<file path="src/rtl/svc_rv_pkg.sv">
// -----------------------------------------------------------------------------
// svc_rv_pkg
// Shared definitions for the regfile writeback path.
//   REG_ADDR_W : architectural register index width (x0..x31)
//   XLEN       : default register data width
//   wb_req_t   : one writeback request {addr, data}
// -----------------------------------------------------------------------------
package svc_rv_pkg;

    localparam int REG_ADDR_W = 5;
    localparam int XLEN       = 32;

    typedef struct packed {
        logic [REG_ADDR_W-1:0] addr;
        logic [XLEN-1:0]       data;
    } wb_req_t;

endpackage

</file>
<file path="src/rtl/svc_rv_rf_wr_arb.sv">
// -----------------------------------------------------------------------------
// svc_rv_rf_wr_arb
// Arbitrates the single regfile write port between two writeback sources.
// Source 0 (pipeline WB) has fixed priority. Source 1 (long-latency unit) is
// force-granted once it has lost MAX_WAIT consecutive cycles. The write port
// is registered; writes to x0 are accepted but never enable the port.
//
// Ports:
//   clk, rst_n                     clock, async active-low reset
//   s0_valid/s0_ready              pipeline WB handshake
//   s0_rd_addr/s0_rd_data          pipeline WB payload
//   s1_valid/s1_ready              long-latency unit handshake
//   s1_rd_addr/s1_rd_data          long-latency unit payload
//   rd_en/rd_addr/rd_data          registered regfile write port
//   s1_forced                      registered, high the cycle after a grant
//                                  to source 1 that blocked source 0
//
// The data field of wb_req_t is sized by svc_rv_pkg::XLEN, so XLEN here is
// expected to match the package value.
// -----------------------------------------------------------------------------
module svc_rv_rf_wr_arb
    import svc_rv_pkg::*;
#(
    parameter int XLEN     = svc_rv_pkg::XLEN,
    parameter int MAX_WAIT = 4
) (
    input  logic                  clk,
    input  logic                  rst_n,
    input  logic                  s0_valid,
    output logic                  s0_ready,
    input  logic [REG_ADDR_W-1:0] s0_rd_addr,
    input  logic [XLEN-1:0]       s0_rd_data,
    input  logic                  s1_valid,
    output logic                  s1_ready,
    input  logic [REG_ADDR_W-1:0] s1_rd_addr,
    input  logic [XLEN-1:0]       s1_rd_data,
    output logic                  rd_en,
    output logic [REG_ADDR_W-1:0] rd_addr,
    output logic [XLEN-1:0]       rd_data,
    output logic                  s1_forced
);

    localparam int CNT_W = $clog2(MAX_WAIT + 1);
    localparam logic [CNT_W-1:0] CNT_MAX = CNT_W'(MAX_WAIT);

    logic [CNT_W-1:0] wait_cnt;
    logic [CNT_W-1:0] wait_cnt_nxt;
    logic             force_gnt;
    logic             gnt0;
    logic             gnt1;
    wb_req_t          sel;

    always_comb begin
        force_gnt    = 1'b0;
        gnt0         = 1'b0;
        gnt1         = 1'b0;
        sel          = '0;
        wait_cnt_nxt = '0;

        force_gnt = s1_valid && (wait_cnt == CNT_MAX);
        gnt1      = s1_valid && (!s0_valid || force_gnt);
        gnt0      = s0_valid && !gnt1;

        if (gnt1) begin
            sel.addr = s1_rd_addr;
            sel.data = s1_rd_data;
        end else begin
            sel.addr = s0_rd_addr;
            sel.data = s0_rd_data;
        end

        // Counts consecutive losses only; any gap in s1_valid restarts it.
        if (s1_valid && !gnt1) begin
            wait_cnt_nxt = (wait_cnt == CNT_MAX) ? CNT_MAX : wait_cnt + 1'b1;
        end
    end

    assign s0_ready = gnt0;
    assign s1_ready = gnt1;

    always_ff @(posedge clk or negedge rst_n) begin
        if (!rst_n) begin
            rd_en     <= 1'b0;
            rd_addr   <= '0;
            rd_data   <= '0;
            s1_forced <= 1'b0;
            wait_cnt  <= '0;
        end else begin
            // x0 writes update address/data but keep the port disabled.
            rd_en     <= (gnt0 || gnt1) && (sel.addr != '0);
            s1_forced <= gnt1 && s0_valid;
            wait_cnt  <= wait_cnt_nxt;
            if (gnt0 || gnt1) begin
                rd_addr <= sel.addr;
                rd_data <= sel.data;
            end
        end
    end

endmodule
</file>
<file path="config.mk">
export PLATFORM = sky130hd
export DESIGN_NAME = svc_rv_rf_wr_arb
export DESIGN_NICKNAME = d
export VERILOG_FILES = /design/src/rtl/svc_rv_pkg.sv /design/src/rtl/svc_rv_rf_wr_arb.sv
export SDC_FILE = /design/constraint.sdc
export NUM_CORES = 1
export LEC_CHECK = 0
export ABC_AREA = 0
export CORE_MARGIN = 2
export CORE_UTILIZATION = 40
export DETAILED_ROUTE_END_ITERATION = 8
export GPL_ROUTABILITY_DRIVEN = 0
export GPL_TIMING_DRIVEN = 0
export HOLD_SLACK_MARGIN = 0.12
export PLACE_DENSITY_LB_ADDON = 0.12
export SETUP_SLACK_MARGIN = 0.15
export SYNTH_ARGS = -nofsm -noshare
export SYNTH_HDL_FRONTEND = slang
export SYNTH_SLANG_ARGS = --single-unit
</file>
<file path="constraint.sdc">
create_clock -name clk -period 3.95 [get_ports clk]
set_input_delay 0.79 -clock clk [delete_from_list [all_inputs] [get_ports clk]]
set_output_delay 0.79 -clock clk [all_outputs]
set_load 0.1 [all_outputs]
</file>
==> insert_results.sql <==
INSERT INTO impl_metrics (metric_group, metric, value, unit) VALUES
('outcome', 'outcome', 'completed', ''),
('floorplanning', 'floorplan.die.height', '73.2', 'um'),
('floorplanning', 'rows', '25', ''),
('global_routing', 'grt_overflow', '0', ''),
('timing', 'final_critical_path_share_of_the_clock_period', '92.5', '%'),
('placed_design', 'detailedPlacementHpwl', '4.19', 'mm'),
('final_layout', 'utilization', '69.7', '%'),
('timing', 'hold_ws', '0.374', 'ns'),
('yosys', 'synthTopCellsByArea', 'sky130_fd_sc_hd__dfrtp_1, sky130_fd_sc_hd__a221o_1, sky130_fd_sc_hd__and2_1, sky130_fd_sc_hd__mux2_2, sky130_fd_sc_hd__o22ai_1', ''),
('yosys', 'post_synth_num_cell_types', '24', ''),
('detailed_routing', 'vias', '1786', ''),
('detailed_routing', 'detailed_route_vias_per_instance', '5.28', ''),
('timing', 'timing.clock.skew', '0.00448', 'ns'),
('setup_path', 'timing.critical_path.slowest_cell_delay', '0.59', 'ns'),
('final_layout', 'fin_cells', '338', ''),
('clock_network', 'clk_pin_slew_worst_paths', '0.08', 'ns'),
('setup_path', 'cpLargestDelayFamily', 'buffers and inverters', ''),
('flow_run', 'maxCapViolations', '0', ''),
('floorplanning', 'die_w', '73.2', 'um'),
('timing', 'final_setup_vio_count', '0', ''),
('setup_path', 'crit_path_max_fanout', '10', ''),
('timing', 'final_hold_viol_count', '0', ''),
('yosys', 'avgSynthCellArea', '12.1', 'um^2'),
('pwr', 'ir_worst_vdd', '0.283', 'mV'),
('yosys', 'synth.top_cell.area_share', '54.8', '%'),
('setup_path', 'crit_top_cell', 'sky130_fd_sc_hd__buf_2', ''),
('global_routing', 'first_global_vias', '1783', ''),
('floorplanning', 'initial_utilization', '41.1', '%'),
('final_layout', 'finish.net_count', '364', ''),
('floorplanning', 'core_area', '4660', 'um^2'),
('setup_path', 'cp_data_required_time', '3.16', 'ns'),
('setup_path', 'setup.worst_path.class', 'primary input to output pin', ''),
('timing', 'report.final.slew_viol_count', '0', ''),
('detailed_routing', 'wl_per_cell', '16.1', 'um'),
('yosys', 'yosys.area.top_type', 'sky130_fd_sc_hd__dfrtp_1', ''),
('clock_network', 'clockRootBuffer', 'sky130_fd_sc_hd__clkbuf_8', ''),
('clock_network', 'cts-buffers-inserted', '5', ''),
('pwr', 'power.total', '1300', 'uW'),
('timing', 'layout_min_cycle_time', '3.65', 'ns'),
('global_routing', 'wire_length_of_the_first_global_routing_pass', '8.44', 'mm'),
('placed_design', 'placed_cell_area', '3170', 'um^2'),
('final_layout', 'design_area', '3250', 'um^2'),
('timing', 'maxSlewHeadroom', '33.2', '%'),
('detailed_routing', 'first_iter_violations', '72', ''),
('placed_design', 'place.port_buffers', '117', ''),
('min_path', 'worst_hold_path_type', 'primary input to async pin', ''),
('final_layout', 'flow.area_growth_from_synthesis', '69.5', '%'),
('yosys', 'synthesis.nets', '239', ''),
('yosys', 'yosysSeqAreaShare', '54.8', '%'),
('global_routing', 'groute.layer.met3.usage', '7.73', '%'),
('global_routing', 'gr-usage-met2', '33.7', '%'),
('setup_path', 'timing.critical_path.buf_inv', '4', ''),
('yosys', 'synth-seq-cells', '42', ''),
('clock_network', 'tritoncts', 'built', ''),
('global_routing', 'antenna_found_initial', '0', ''),
('floorplanning', 'dieArea', '5360', 'um^2'),
('clock_network', 'cts-root-to-sink-buffers', '2', ''),
('detailed_routing', 'drt_pass1_iterations', '4', ''),
('pwr', 'reported_leakage_power', '0.00137', 'uW'),
('final_layout', 'num_antenna_cells', '0', ''),
('global_routing', 'use_met1', '26.7', '%'),
('pwr', 'powerDensity', '399', 'nW/um^2'),
('detailed_routing', 'postRouteAntennaNets', '0', ''),
('clock_network', 'numClockSinks', '42', ''),
('global_routing', 'grt_max_degree', '32', ''),
('timing', 'grt_setup_unrepaired', 'no', ''),
('yosys', 'post_synthesis_cell_area', '1920', 'um^2'),
('placed_design', 'placed_cells_incl_taps', '331', ''),
('clock_network', 'worst_skew_pair.late_latency', '0.29', 'ns'),
('clock_network', 'cts_setup_buffers', '0', ''),
('setup_path', 'critPathCaptureType', 'output pin', '');
==> what timing repair did <==
action                                 CTS  global route
hold buffers                             0             0
setup endpoints to repair                1             0
endpoints found under the hold margin    0             0
gates resized for setup                  3             0
==> cell type report <==
| cell class | instances | area, um^2 |
|---|---|---|
| fill | 356 | 1410 |
| tap | 54 | 67.6 |
| buffer | 12 | 70.1 |
| inverter | 8 | 30.0 |
| sequential | 42 | 1050 |
| multi-input combinational | 97 | 766 |
| timing repair buffer | 118 | 1190 |
| clock buffer | 7 | 76.3 |
==> cell usage in the layout, fill, tap and decap left out, types with 4 or more instances in the layout <==
| master | n |
|---|---|
| sky130_fd_sc_hd__and2_1 | 32 |
| sky130_fd_sc_hd__clkbuf_1 | 6 |
| sky130_fd_sc_hd__clkbuf_8 | 5 |
| sky130_fd_sc_hd__a21oi_1 | 5 |
| sky130_fd_sc_hd__o22ai_1 | 5 |
| sky130_fd_sc_hd__mux2_2 | 5 |
| sky130_fd_sc_hd__buf_2 | 6 |
| sky130_fd_sc_hd__clkdlybuf4s50_1 | 115 |
| sky130_fd_sc_hd__inv_1 | 8 |
| sky130_fd_sc_hd__dfrtp_1 | 42 |
| sky130_fd_sc_hd__nor2_1 | 4 |
| sky130_fd_sc_hd__a221o_1 | 32 |
==> logic make-up after synthesis <==
group	after synthesis	share of synthesized area [%]
fa+ha+maj	2	1.31
flops	42	54.8
buf+inv	20	5.22
simple gates	43	13.5
mux	6	3.46
compound gates	46	21.7
==> flip-flops by register name (all words and copies together) (netlist names) <==
signal / cells
rd_addr: 5
rd_en: 1
wait_cnt: 3
s1_forced: 1
rd_data: 32
==> through the flow <==
step | setup TNS [ns] | worst slack, ns
final | 0 | 0.297
after global routing | 0 | 0.165
after CTS | 0 | 0.220
after detailed placement | -0.338 | -0.338
after global placement | -0.335 | -0.335
after floorplan | 0 | 1.31
==> power breakdown <==
part	switching (uW)	leakage (uW)	total (uW)	internal (uW)
clock network	137	0.0000383	259	122
logic	372	0.000821	551	179
registers	18.1	0.000511	486	468
==> cell usage after synthesis <==
cell / n
sky130_fd_sc_hd__o22ai_1: 5
sky130_fd_sc_hd__nor3b_1: 1
sky130_fd_sc_hd__nand2_1: 2
sky130_fd_sc_hd__a221o_1: 32
sky130_fd_sc_hd__and2_1: 32
sky130_fd_sc_hd__and2_4: 1
sky130_fd_sc_hd__a211oi_1: 1
sky130_fd_sc_hd__mux2_2: 5
sky130_fd_sc_hd__clkbuf_1: 4
sky130_fd_sc_hd__ha_1: 2
sky130_fd_sc_hd__a311oi_1: 1
sky130_fd_sc_hd__a21bo_4: 1
sky130_fd_sc_hd__buf_2: 5
sky130_fd_sc_hd__or4_1: 1
sky130_fd_sc_hd__and3_1: 1
sky130_fd_sc_hd__buf_4: 1
sky130_fd_sc_hd__nor4_1: 1
sky130_fd_sc_hd__mux2i_1: 1
sky130_fd_sc_hd__buf_6: 2
sky130_fd_sc_hd__a31oi_1: 1
sky130_fd_sc_hd__nor2_1: 4
sky130_fd_sc_hd__dfrtp_1: 42
sky130_fd_sc_hd__inv_1: 8
sky130_fd_sc_hd__a21oi_1: 5
==> worst paths after layout <==
path	cells after the start	slack, ns	endpoint	start
min	1	0.37	rd_data[14]	rst_n
max	5	0.30	s0_ready	s1_valid
min reg2reg	1	0.47	wait_cnt[0]	wait_cnt[0]
max in group asynchronous	2	3.11	rd_data[1]	rst_n
max reg2reg	6	2.05	rd_data[24]	wait_cnt[0]
min in group clk	1	0.47	wait_cnt[0]	wait_cnt[0]
==> routing by layer <==
layer	wire, um	vias up
li1	-	845
met1	2340	863
met2	2580	73
met3	492	5
met4	47	0
met5	0	-
==> worst reg2reg max path, cell delays in order (launching register included) <==
cell and delay [ns]:
sky130_fd_sc_hd__dfrtp_1 0.37, sky130_fd_sc_hd__inv_1 0.05, sky130_fd_sc_hd__ha_1 0.24, sky130_fd_sc_hd__a21bo_4 0.27, sky130_fd_sc_hd__and2_4 0.17, sky130_fd_sc_hd__clkbuf_1 0.26
sky130_fd_sc_hd__a221o_1 0.43
Note: power is estimated with default switching activity, not from simulation.
